--- src/rtl/dmux_nway_stream_pkg.sv ---
// Shared definitions for the N-way stream demultiplexer: Hack word width,
// a constant-foldable clog2 for sizing the select, and the slot state encoding.
package dmux_nway_stream_pkg;

  localparam int HACK_W = 16;

  typedef enum logic {
    SLOT_EMPTY = 1'b0,
    SLOT_FULL  = 1'b1
  } slot_state_e;

  // Ceiling log2 with a floor of 1 so a select port is never zero bits wide.
  function automatic int clog2(input int value);
    int result;
    result = 1;
    while ((2 ** result) < value) begin
      result = result + 1;
    end
    return result;
  endfunction

endpackage

--- src/rtl/dmux_nway_stream_slot.sv ---
// One-entry output slot: holds a single beat for one channel until its sink
// takes it. A load in the same cycle as a drain replaces the beat with no bubble.
import dmux_nway_stream_pkg::*;

module dmux_nway_stream_slot #(
  parameter int WIDTH = HACK_W
) (
  input  logic             clk,
  input  logic             rst_n,
  input  logic             load,
  input  logic             drain,
  input  logic [WIDTH-1:0] load_data,
  output logic             valid,
  output logic [WIDTH-1:0] data
);

  slot_state_e      state_q, state_d;
  logic [WIDTH-1:0] data_q, data_d;

  // Next-state: a load always wins (fill or drain-and-reload); a drain alone empties.
  always_comb begin
    state_d = state_q;
    data_d  = data_q;
    if (load) begin
      state_d = SLOT_FULL;
      data_d  = load_data;
    end else if (drain) begin
      state_d = SLOT_EMPTY;
    end
  end

  // Slot register; reset discards any held beat and clears the payload.
  always_ff @(posedge clk) begin
    if (!rst_n) begin
      state_q <= SLOT_EMPTY;
      data_q  <= '0;
    end else begin
      state_q <= state_d;
      data_q  <= data_d;
    end
  end

  assign valid = (state_q == SLOT_FULL);
  assign data  = data_q;

endmodule

--- src/rtl/dmux_nway_stream.sv ---
// Registered, flow-controlled N-way demultiplexer. Each channel has its own
// one-entry slot, so a stalled sink only back-pressures beats addressed to it.
// Beats addressed past the last channel are accepted, dropped and flagged.
import dmux_nway_stream_pkg::*;

module dmux_nway_stream #(
  parameter int WIDTH  = HACK_W,
  parameter int NUM_CH = 4,
  parameter int SEL_W  = clog2(NUM_CH)
) (
  input  logic                    clk,
  input  logic                    rst_n,
  input  logic                    in_valid,
  output logic                    in_ready,
  input  logic [WIDTH-1:0]        in_data,
  input  logic [SEL_W-1:0]        in_sel,
  output logic [NUM_CH-1:0]       out_valid,
  input  logic [NUM_CH-1:0]       out_ready,
  output logic [NUM_CH*WIDTH-1:0] out_data,
  output logic                    drop_err
);

  localparam logic [SEL_W:0] NUM_CH_L = (SEL_W + 1)'(NUM_CH);

  logic [NUM_CH-1:0] slot_vld;
  logic [NUM_CH-1:0] load;
  logic              sel_ok;
  logic              ch_busy;
  logic              accept;
  logic              drop_err_q, drop_err_d;

  assign sel_ok = ({1'b0, in_sel} < NUM_CH_L);

  // Channel decode and ready: the addressed slot can take a beat if it is empty
  // or being drained this cycle; an out-of-range select is always accepted.
  always_comb begin
    ch_busy = 1'b0;
    load    = '0;
    for (int k = 0; k < NUM_CH; k++) begin
      if (in_sel == SEL_W'(k)) begin
        ch_busy = slot_vld[k] & ~out_ready[k];
      end
    end
    in_ready = rst_n & ~ch_busy;
    accept   = in_valid & in_ready;
    for (int k = 0; k < NUM_CH; k++) begin
      load[k] = accept & (in_sel == SEL_W'(k));
    end
    drop_err_d = accept & ~sel_ok;
  end

  // Drop flag: one cycle high for every discarded out-of-range beat.
  always_ff @(posedge clk) begin
    if (!rst_n) begin
      drop_err_q <= 1'b0;
    end else begin
      drop_err_q <= drop_err_d;
    end
  end

  for (genvar k = 0; k < NUM_CH; k++) begin : g_slot
    dmux_nway_stream_slot #(
      .WIDTH(WIDTH)
    ) u_slot (
      .clk      (clk),
      .rst_n    (rst_n),
      .load     (load[k]),
      .drain    (out_ready[k]),
      .load_data(in_data),
      .valid    (slot_vld[k]),
      .data     (out_data[k*WIDTH +: WIDTH])
    );
  end

  assign out_valid = slot_vld;
  assign drop_err  = drop_err_q;

endmodule

--- config.mk ---
export PLATFORM = sky130hd
export DESIGN_NAME = dmux_nway_stream
export DESIGN_NICKNAME = d
export VERILOG_FILES = /design/src/rtl/dmux_nway_stream_pkg.sv /design/src/rtl/dmux_nway_stream_slot.sv /design/src/rtl/dmux_nway_stream.sv
export SDC_FILE = /design/constraint.sdc
export NUM_CORES = 1
export LEC_CHECK = 0
export CORE_MARGIN = 5
export CORE_UTILIZATION = 48
export DETAILED_ROUTE_END_ITERATION = 12
export GPL_ROUTABILITY_DRIVEN = 0
export PLACE_DENSITY = 0.85
export SETUP_SLACK_MARGIN = 0.02
export SLEW_MARGIN = 20
export SYNTH_ARGS = -nofsm -noshare
export SYNTH_HDL_FRONTEND = slang
export SYNTH_SLANG_ARGS = --single-unit
export TNS_END_PERCENT = 30
--- constraint.sdc ---
create_clock -name clk -period 2 [get_ports clk]
set_input_delay 0.2 -clock clk [delete_from_list [all_inputs] [get_ports clk]]
set_output_delay 0.2 -clock clk [all_outputs]
set_load 0.02 [all_outputs]
==> out/qor.yml <==
grt:
  track_usage_pct: 18.04
  antenna_found_initial: 0
  grt_pass1_vias: 2114
  grt_pass1_wl_um: 10330
  overflow: 0
  grt_max_degree: 44
place:
  io_buffers: 93
  place_ws_ns: -0.1209
  dp_hpwl_um: 4567
clocking:
  cts_tree: "done"
  cts_num_sinks: 68
  insertion_delay_ns: 0.33
  cts.clk_slew.worst_paths_ns: 0.07
  cts_root_buf: "clkbuf_8"
  hold_buffers: 0
  cts_made_buffers: 9
  htreeDepth: 3
  cts_buffer_depth: 2
setup_path:
  r2r_slack_ns: 0.72
  critPathBufInv: 1
  cp_max_fo: 2
  crit_arrival_ns: 1.69
  criticalPathCategory: "reg -> out"
  path_delay_family: "multiplexers"
  crit_required_ns: 1.80
  cpPeakStageDelay_ns: 0.46
  path_cells: "nand2b_1 > mux4_2 > and2_1 > dlygate4sd2_1"
  slowest_stage: "mux4_2"
  endpoint_kind: "output port"
  start_kind: "register"
pwr:
  irDropWorstVdd_v: 0.0004135
  p_leak_nw: 1.543
  power_density_nw_per_um2: 705.5
detailed_routing:
  drt-total-wl_um: 6215
  drt-initial-drc-count: 83
  vias_per_cell: 4.833
  post_drt_wl_per_cell_um: 14.62
  vias: 2054
  drc_errors: 0
  first_pass_iters: 4
  ant_nets: 0
job:
  maxCapViolCount: 0
sta:
  worst_slack_ns: 0.1124
  drv_slew: 0
  setup_tns_ns: 0
  fin_crit_ns: 1.888
  skew_ns: 0.007920
  fin_crit_sh_pct: 94.38
  fmax_ghz: 0.5298
  final_hold_viol_count: 0
  hold_slack_ns: 0.4412
  rsz0062_at_grt: "false"
  setup_viol: 0
worst_hold_path:
  worstHoldPathType: "in -> reg"
synth:
  ys_ff_latch: 68
  synth_cell_types: 23
  yosysSeqAreaShare_pct: 50.72
  synth_nets: 279
  netlist_area_um2: 2684
  syn_area_per_cell_um2: 10.57
  netlist_instances: 254
  yosysWarnings: 0
floorplan:
  die_w_um: 84.78
  core_um2: 5473
  rows: 27
  ios: 95
  initial_core_util_pct: 49.04
  dieArea_um2: 7187
  die_h_um: 84.78
run_status:
  status: "finished clean"
finish:
  syn_to_final_growth_pct: 39.72
  fin_util_pct: 68.52
  filler_cell_count: 439
  drive_above_1_share_pct: 9.065
  finalNetCount: 373
  n_antenna_cell: 0
[cells in the mapped netlist (all sizes together)]
cell type	number	area [µm²]
a21boi	2	15.01
o21a	2	15.01
and2b	1	8.760
nand3	2	10.01
dlygate4sd1	1	8.760
and3	1	6.260
mux2i	64	640.6
nor3b	2	25.02
clkbuf	4	18.77
conb	1	3.750
and3b	1	8.760
dfxtp	68	1361
buf	15	163.9
nand2b	4	25.02
nor2b	1	6.260
mux4	1	22.52
nand2	80	300.3
and2	1	6.260
dlymetal6s2s	3	37.54
[tightest hold or removal path: stages]
cell and delay (ns):
buf_2 0.13, buf_4 0.25, o21a_1 0.15
[path summary, 6_finish.rpt]
kind | to | startpoint | cells past startpoint
min | g_slot[1].u_slot.valid | rst_n | 3
min reg2reg | g_slot[3].u_slot.data[15] | g_slot[3].u_slot.data[15] | 2
max | in_ready | g_slot[3].u_slot.valid | 4
max reg2reg | g_slot[1].u_slot.data[12] | g_slot[1].u_slot.valid | 4
[layout make-up]
cell class | count | area (µm²) | share of cell area, %
sequential | 68 | 1361 | 36.30
clock buffer | 12 | 145.1 | 3.871
tap | 72 | 90.09 | 2.402
timing repair buffer | 106 | 1022 | 27.26
clock inverter | 4 | 25.02 | 0.6673
multi-input combinational | 163 | 1106 | 29.50
[power breakdown]
part           switching, W  total (W)  leakage, nW  internal [W]
registers         0.0000156    0.00140        0.550       0.00138
clock network      0.000491   0.000972       0.0824      0.000480
logic              0.000139   0.000275        0.910      0.000136
total              0.000645    0.00265         1.54       0.00200
[cells in the final DEF (no fill, tap or decap), types with 2 or more instances in the layout]
| master | instances |
|---|---|
| nand2b_1 | 4 |
| mux2i_1 | 64 |
| clkdlybuf4s50_1 | 91 |
| clkinvlp_4 | 2 |
| clkbuf_1 | 2 |
| nor3b_4 | 2 |
| clkinv_2 | 2 |
| o21a_1 | 2 |
| nand2_1 | 80 |
| nand3_1 | 2 |
| buf_4 | 13 |
| a21boi_1 | 2 |
| clkbuf_8 | 10 |
| dfxtp_1 | 68 |
[routing by layer]
metal  routed length, µm  track usage [%]  vias up
met1                2639            21.22      968
met2                3053            30.32       63
met3                 444            6.379       10
met4                  76            6.475        0
met5                   0                0        -
li1                    -                -     1013
[flip-flops by register name (all words and copies together), names as in the netlist]
signal	flops
g_slot.u_slot.data	64
g_slot.u_slot.valid	4
[logic make-up (layout without fill, tap and decap cells)]
group / Yosys count / count (layout) / share of synthesized area (%)
other: 1 / 1 / 0.1397
buffers and inverters: 23 / 122 / 8.531
flip-flops: 68 / 68 / 50.72
multiplexers: 65 / 65 / 24.71
AND/OR/NAND/NOR: 93 / 93 / 14.78
AO/OA/AOI/OAI: 4 / 4 / 1.119
[metrics by stage]
stage,power [W],std cells,cell area (µm²)
after global routing,0.002774,425,3750
after CTS,0.002678,425,3750
final,0.002646,425,3750
after floorplan,0.001586,254,2684
after detailed placement,0.001708,409,3581
after global placement,0.001702,409,3581
[what timing repair did]
action | 4_1_cts | 5_1_grt
buffers inserted | 0 | 0
endpoints found under the setup margin | 1 | 0
gates resized for setup | 1 | 0
endpoints found under the hold margin | 0 | 0
(Power assumes the default switching activity.)
==> RTL change: new RTL, same settings <==
`HACK_W`: 16 -> 12.
--- a/src/rtl/dmux_nway_stream_pkg.sv
+++ b/src/rtl/dmux_nway_stream_pkg.sv
@@ -3,5 +3,5 @@
 package dmux_nway_stream_pkg;
 
-  localparam int HACK_W = 16;
+  localparam int HACK_W = 12;
 
   typedef enum logic {
Interface: changed (resized in_data and out_data); port bits go from 95 to 75. No check against the original RTL was run, so the function may have changed too.
==> RTL change against the original RTL <==
- hold slack got worse by 0.015 ns
- sequential cell count decreased by 16
- combinational power decreased by 21%
- routed wire length decreased by 27%
- count of clock-buffer cells in the layout decreased by 6
- worst setup slack got worse by 0.0063 ns
- total power decreased by 25%
- design area decreased by 23%
- area after synthesis decreased by 25%
- critical path type is now input port to output port
- largest cell class unchanged
==> RTL change: results (changes against the original RTL) <==
* Seq_cells at 52 (was 68)
* Synth top cells by count: nand2_1 (60), dfxtp_1 (52), mux2i_1 (48), buf_4 (5) (was nand2_1 (80), dfxtp_1 (68), mux2i_1 (64), buf_4 (7), buf_6 (5))
* Layout cells sized above 1 at 8.148% (was 9.065%)
* First-pass GRT wire length at 7.327 mm (was 10.33 mm)
* Placed inst area at 0.002790 mm^2 (was 0.003581 mm^2)
* DR iter-0 viols at 41 (was 83)
* Clock buffer count from CTS at 5 (was 9)
* Netlist cell types at 20 (was 23)
* Outcome: finished, final reports clean (unchanged)
* Post-Syn Nets at 217 (was 279)
* Non-clk bufs at 83 (was 106)
* Area of the multi-input gates at 873.3 um^2 (was 0.001106 mm^2)
* Fill count at 312 (was 439)
* Area growth syn-to-layout at 43.61% (was 39.72%)
* GR Layer Usage met1 at 20.27% (was 21.22%)
* Met2 Use GR at 29.21% (was 30.32%)
* Inverters excl. clock at 0 (unchanged)
* Reg2Reg Depth at 4 (unchanged)
* Worst skew pair latency at 0.30 ns (was 0.33 ns)
* Vias in the first global route at 1541 (was 2114)
* Power consumption at 1983 uW (was 2646 uW)
* Sequential Power at 1070 uW (was 1400 uW)
* All-layer global routing usage at 17.13% (was 18.04%)
* Pre-CTS setup slack at -0.1084 ns (was -0.1209 ns)
* Clock-cell share of area at 3.715% (was 4.538%)
* Longest Clk Path Bufs at 2 (unchanged)
* Clkbuf count at 6 (was 12)
* Clock slew at reported path FFs at 0.09 ns (was 0.07 ns)
* GR Layer Usage met3 at 5.474% (was 6.379%)
* Placed Instances at 312 (was 409)
* Switching Fraction at 22.38% (was 24.39%)
* Maximum number of pins on one net before global-route repair at 37 (was 44)
* Max VDD drop at 0.3801 mV (was 0.4135 mV)
* Final Instance Count excl. Fillers at 320 (was 425)
* Synth area leaders: dfxtp_1 (52%), mux2i_1 (24%), nand2_1 (11%) (was dfxtp_1 (51%), mux2i_1 (24%), nand2_1 (11%))
* Nets@finish at 290 (was 373)
* Sequential element share of the synthesized area at 51.61% (was 50.72%)
* Non-clock buffer share at 28.03% (was 27.26%)
* Vias per cell at 4.813 (was 4.833)
* Sequential portion of the cell area at 35.94% (was 36.30%)
* Per-cell routed wire length at 14.10 um (was 14.62 um)
* Leakage at 0.001184 uW (was 0.001543 uW)
* Synth Area in Compound Gates at 1.489% (was 1.119%)
* Comb pwr at 217 uW (was 275 uW)
* Top delay family on crit path: buffers and inverters (was multiplexers)
* Port bufs at 73 (was 93)
* Max reg flops at 48 (was 64)
* Multiplexer area fraction after synthesis at 24.94% (was 24.71%)
* H-tree levels at 2 (was 3)
* Setup Skew at 0.003644 ns (was 0.007920 ns)
* Avg Cell Area, Syn at 10.29 um^2 (was 10.57 um^2)
* Post-DP HPWL at 3.286 mm (was 4.567 mm)
* #MultiIn Comb at 127 (was 163)
RTL change: changes by cell type in the layout (fill, tap and decap cells not counted), moves of 2 or more:
cell,unedited run,this run
dfxtp_1,68,52
clkdlybuf4s50_1,91,71
a21boi_0,0,2
mux2i_1,64,48
buf_4,13,9
clkbuf_8,10,5
clkinvlp_4,2,0
a21boi_1,2,0
nand2_1,80,60
RTL change: routing by layer:
layer / wire [um] / share of wire, %
met2: 2195 / 49
met5: 0 / 0
met3: 317 / 7.0
met1: 1943 / 43
met4: 54 / 1.2
RTL change: path summary, 6_finish.rpt:
kind / startpoint / end / slack, ns
worst min-delay path: rst_n / g_slot[1].u_slot.valid$_SDFFE_PN0P_ / 0.43
worst max-delay path: out_ready[3] / in_ready / 0.11
worst min register to register: g_slot[0].u_slot.data[2]$_SDFFE_PN0P_ / g_slot[0].u_slot.data[2]$_SDFFE_PN0P_ / 0.46
worst max register to register: g_slot[2].u_slot.valid$_SDFFE_PN0P_ / g_slot[2].u_slot.valid$_SDFFE_PN0P_ / 0.70
